===== config.mk =====
export PLATFORM = sky130hd
export DESIGN_NAME = text_console_writer
export DESIGN_NICKNAME = d
export VERILOG_FILES = /design/src/rtl/text_console_writer.sv
export SDC_FILE = /design/constraint.sdc
export NUM_CORES = 1
export LEC_CHECK = 0
export BUFFER_PORTS_ARGS = -buffer_cell sky130_fd_sc_hd__buf_2
export CAP_MARGIN = 0
export CORE_AREA = 3 3 141 129
export DETAILED_ROUTE_END_ITERATION = 12
export DIE_AREA = 0 0 144 132
export SLEW_MARGIN = 20
export SYNTH_ARGS = -nofsm -noshare
export SYNTH_HDL_FRONTEND = slang
export SYNTH_SLANG_ARGS = --single-unit

===== constraint.sdc =====
create_clock -name clk_sys -period 3.43 [get_ports clk_sys]
set_input_delay 0.343 -clock clk_sys [delete_from_list [all_inputs] [get_ports clk_sys]]
set_output_delay 0.343 -clock clk_sys [all_outputs]
set_load 0.005 [all_outputs]

===== src/rtl/text_console_writer.sv =====
// ASCII byte stream to 40x30 screen character buffer writer.
// Tracks the cursor and handles wrap, newline, backspace, form-feed and clears.
module text_console_writer #(
  parameter int unsigned COLS  = 40,
  parameter int unsigned ROWS  = 30,
  parameter logic [7:0]  BLANK = 8'h00
) (
  input  logic        clk_sys,
  input  logic        reset,
  input  logic        ch_valid,
  input  logic [7:0]  ch_data,
  output logic        ch_ready,
  input  logic        clear,
  output logic [10:0] mem_addr,
  output logic [7:0]  mem_din,
  output logic        mem_wr,
  input  logic        mem_busy,
  output logic [5:0]  cursor_col,
  output logic [4:0]  cursor_row,
  output logic        idle
);

  localparam logic [10:0] LastIdx = 11'(COLS * ROWS - 1);
  localparam logic [5:0]  LastCol = 6'(COLS - 1);
  localparam logic [4:0]  LastRow = 5'(ROWS - 1);
  localparam logic [10:0] ColsW   = 11'(COLS);

  typedef enum logic [2:0] {StClrAll, StIdle, StPut, StBksp, StClrRow} state_e;
  typedef enum logic [1:0] {PhIssue, PhWr, PhGuard, PhWait} phase_e;

  state_e      state_q;
  phase_e      phase_q;
  logic [5:0]  col_q;
  logic [4:0]  row_q;
  logic [10:0] base_q;
  logic [10:0] addr_q;
  logic [7:0]  din_q;
  logic        wr_q;
  logic        clear_pending_q;
  logic [5:0]  cnt_q;

  logic        nl_wrap;
  logic [4:0]  nl_row;
  logic [10:0] nl_base;
  logic [10:0] cur_addr;

  // Next row and its base for a newline; the screen wraps instead of scrolling.
  always_comb begin
    nl_wrap  = (row_q == LastRow);
    nl_row   = nl_wrap ? 5'd0 : row_q + 5'd1;
    nl_base  = nl_wrap ? 11'd0 : base_q + ColsW;
    cur_addr = base_q + {5'd0, col_q};
  end

  always_ff @(posedge clk_sys or posedge reset) begin
    if (reset) begin
      state_q         <= StClrAll;
      phase_q         <= PhIssue;
      col_q           <= '0;
      row_q           <= '0;
      base_q          <= '0;
      addr_q          <= '0;
      din_q           <= BLANK;
      wr_q            <= 1'b0;
      clear_pending_q <= 1'b0;
      cnt_q           <= '0;
    end else begin
      if (clear) clear_pending_q <= 1'b1;
      if (state_q == StIdle) begin
        if (clear_pending_q || clear) begin
          clear_pending_q <= 1'b0;
          state_q         <= StClrAll;
          phase_q         <= PhWr;
          wr_q            <= 1'b1;
          addr_q          <= '0;
          din_q           <= BLANK;
        end else if (ch_valid) begin
          if (ch_data >= 8'h20 && ch_data <= 8'h7F) begin
            state_q <= StPut;
            phase_q <= PhWr;
            wr_q    <= 1'b1;
            addr_q  <= cur_addr;
            din_q   <= ch_data - 8'h20;
          end else if (ch_data == 8'h0A) begin
            col_q   <= '0;
            row_q   <= nl_row;
            base_q  <= nl_base;
            addr_q  <= nl_base;
            din_q   <= BLANK;
            cnt_q   <= '0;
            state_q <= StClrRow;
            phase_q <= PhWr;
            wr_q    <= 1'b1;
          end else if (ch_data == 8'h0D) begin
            col_q <= '0;
          end else if (ch_data == 8'h08) begin
            if (col_q != 6'd0) begin
              addr_q  <= cur_addr - 11'd1;
              din_q   <= BLANK;
              state_q <= StBksp;
              phase_q <= PhWr;
              wr_q    <= 1'b1;
            end
          end else if (ch_data == 8'h0C) begin
            state_q <= StClrAll;
            phase_q <= PhWr;
            wr_q    <= 1'b1;
            addr_q  <= '0;
            din_q   <= BLANK;
          end
        end
      end else begin
        unique case (phase_q)
          PhIssue: begin
            wr_q    <= 1'b1;
            phase_q <= PhWr;
          end
          PhWr: begin
            wr_q    <= 1'b0;
            phase_q <= PhGuard;
          end
          PhGuard: phase_q <= PhWait;
          PhWait: begin
            if (!mem_busy) begin
              case (state_q)
                StClrAll: begin
                  if (addr_q == LastIdx) begin
                    col_q   <= '0;
                    row_q   <= '0;
                    base_q  <= '0;
                    state_q <= StIdle;
                  end else begin
                    addr_q  <= addr_q + 11'd1;
                    wr_q    <= 1'b1;
                    phase_q <= PhWr;
                  end
                end
                StClrRow: begin
                  if (cnt_q == LastCol) begin
                    state_q <= StIdle;
                  end else begin
                    cnt_q   <= cnt_q + 6'd1;
                    addr_q  <= addr_q + 11'd1;
                    wr_q    <= 1'b1;
                    phase_q <= PhWr;
                  end
                end
                StPut: begin
                  if (col_q == LastCol) begin
                    col_q   <= '0;
                    row_q   <= nl_row;
                    base_q  <= nl_base;
                    addr_q  <= nl_base;
                    din_q   <= BLANK;
                    cnt_q   <= '0;
                    state_q <= StClrRow;
                    phase_q <= PhWr;
                    wr_q    <= 1'b1;
                  end else begin
                    col_q   <= col_q + 6'd1;
                    state_q <= StIdle;
                  end
                end
                StBksp: begin
                  col_q   <= col_q - 6'd1;
                  state_q <= StIdle;
                end
                default: state_q <= StIdle;
              endcase
            end
          end
        endcase
      end
    end
  end

  assign ch_ready   = (state_q == StIdle) && !clear_pending_q && !clear;
  assign idle       = ch_ready;
  assign mem_addr   = addr_q;
  assign mem_din    = din_q;
  assign mem_wr     = wr_q;
  assign cursor_col = col_q;
  assign cursor_row = row_q;

endmodule

==> out/results.ini <==
[detailed_routing]
ant_nets=0
drt_iter0_drc=423
wire_per_inst_um=16.51
viasPerCell=5.322
vias=4162
first_pass_iters=5
routed_wl_um=12910
drc_errors=0

[synthesis]
syn_nets=556
ys_top_cells_by_count=60 x nand2_1, 54 x dfrtp_1, 47 x o21ai_0
ys_seq_elements=54
synth-edff-count=0
yosysTopAreaCellShare_pct=32.28
synth.avg_cell_area_um2=8.020
synth_most_common_cell=nand2_1
async_flop_share_pct=100.0
yosys_most_used_dff=dfrtp_1
synth_warnings=0
ys_seq_area_share_pct=32.28
ys_types=77
synth_cells=522
netlist_area_um2=4187
synth_area_leaders=dfrtp_1 32%, ha_1 6.0%, o21ai_0 5.6%
yosysTopAreaCell=dfrtp_1

[timing]
finalHoldViolCount=0
setup_slack_ps=206.0
fmax_mhz=310.2
clock_skew_ps=11.65
rsz0062_at_grt=no
whs_ps=178.8
tns_ps=0
worst_slew_pin_slew_ps=921.6
fin_crit_ps=3224
slew_violations=0
relSlewSlack_pct=38.56
fin_crit_sh_pct=93.99
finalSetupViolCount=0

[setup_path]
cp_slowest_cell=dfrtp_1
worstPathRequired_ps=3610
crit_cells=9
cp_slowest_stage_delay_ps=470
path_class=flop to flop
end_kind=flop
r2r_cells=9
startpoint_type=flop
cp_top_family=compound AO/OA/AOI/OAI gates
rrSetupSlack_ps=210
cp_max_fo=8
crit_buf_inv=0
arrival_ps=3400
cp_cell_sequence=ha_1 > fa_1 > a211oi_1 > nor2_1 > a221o_1 > a311oi_1 > o221ai_1 > a21boi_0 > o41ai_2

[clock_tree]
cts_setup_buffers=0
clk_pin_slew_ps=80
cts_buffers=5
root_buffer=clkbuf_16
clock-sinks=54
cts_tree=yes
cts_buffer_depth=2
cts_hold_buf=0
ctsResizeCount=0
htreeDepth=2
clk_latency_ps=300

[cells_and_area]
final_nets=604
final_util_pct=29.04
seq_area_um2=1351
multiInputGateArea_um2=2626
final_cell_area_um2=4888
drive_gt1_share_pct=17.16
diodes=0
fin_cells=782
fillerInstances=1791
area_growth_pct=16.77

[power_and_ir_drop]
power_mw=4.227
power_density_nw_per_um2=864.6
peakVddDrop_uv=417.1
leakage_nw=2.042

[job]
drv_cap=0

[floorplanning]
initial_core_util_pct=24.87
fp.dieW_um=144
rows=45
die_area_um2=19010
die_y_um=132
coreArea_um2=16830
num_io_pins=46

[place]
dp_cells=774
place_area_um2=4737
numPortBuffers=45
dp_worst_setup_slack_ps=260.2
place.gp.congestion=0.9105
dpl.hpwl_um=9930

[run_status]
status=finished, final reports clean

[grt]
track_usage_pct=13.34
grt_max_degree=37
first_global_vias=3704
gr-total-overflow=0
grt_pass1_wl_um=20570
antenna_found_initial=0

[min_path]
min_path_type=primary input to async pin

kinds of logic (layout without fill, tap and decap cells):
family,Yosys count,after routing,share of synthesized area (%)
flip-flops,54,54,32.28
buffers and inverters,54,103,4.991
adder cells (fa/ha/maj),21,21,6.455
AND/OR/NAND/NOR,219,219,27.02
multiplexers,1,1,0.2690
AO/OA/AOI/OAI,154,154,25.02
XOR/XNOR,19,19,3.975
power by group:
group / internal [mW] / switching (mW) / leakage (nW)
combinational: 0.995 / 1.52 / 1.28
sequential: 0.855 / 0.315 / 0.693
clock: 0.290 / 0.249 / 0.0729
total: 2.14 / 2.09 / 2.04
sequential cells by signal (all words and copies together) (netlist names), 2 cells and up:
| name | cells |
|---|---|
| base_q | 11 |
| cnt_q | 6 |
| cursor_col | 6 |
| cursor_row | 5 |
| mem_addr | 11 |
| mem_din | 8 |
| phase_q | 2 |
| state_q | 3 |
layout by cell type, fill, tap and decap left out, types with 4 or more instances in the layout:
cell type / instances
nand2_1: 60
buf_2: 45
inv_1: 27
nor3_1: 13
a31oi_1: 17
o31ai_1: 12
nand3_1: 23
o21ai_0: 47
nor2_1: 43
clkbuf_16: 5
nand2b_1: 10
dfrtp_1: 54
nor2b_1: 4
a211oi_1: 5
or2_2: 5
a21oi_1: 20
xor2_1: 7
and2_1: 5
nand4_1: 10
buf_4: 22
nor3b_1: 4
nor4_1: 7
xnor2_1: 12
and3_1: 8
or3_1: 8
ha_1: 20
worst paths after layout:
path                               start             to
min                                reset     phase_q[0]
min reg2reg                     cnt_q[5]       cnt_q[5]
min in group clk_sys          ch_data[3]     mem_din[3]
max                        cursor_col[0]   mem_addr[10]
max in group asynchronous          reset  cursor_col[1]
max reg2reg                cursor_col[0]   mem_addr[10]
routing by layer:
layer	GRT usage, %	vias to the layer above	wire (um)
li1	-	2024	-
met1	21.94	1980	6639
met2	17.99	147	5194
met3	2.720	11	982
met4	1.726	0	95
met5	0	-	0
layout make-up:
type / count / area share, %
well taps: 211 / 5.401
repair buffers: 67 / 7.986
inverters: 28 / 2.150
flip-flops and latches: 54 / 27.64
clock buffers: 6 / 2.841
clock inverters: 2 / 0.2560
multi-input cells: 414 / 53.72
No activity file was read; power rests on OpenSTA's default activity.
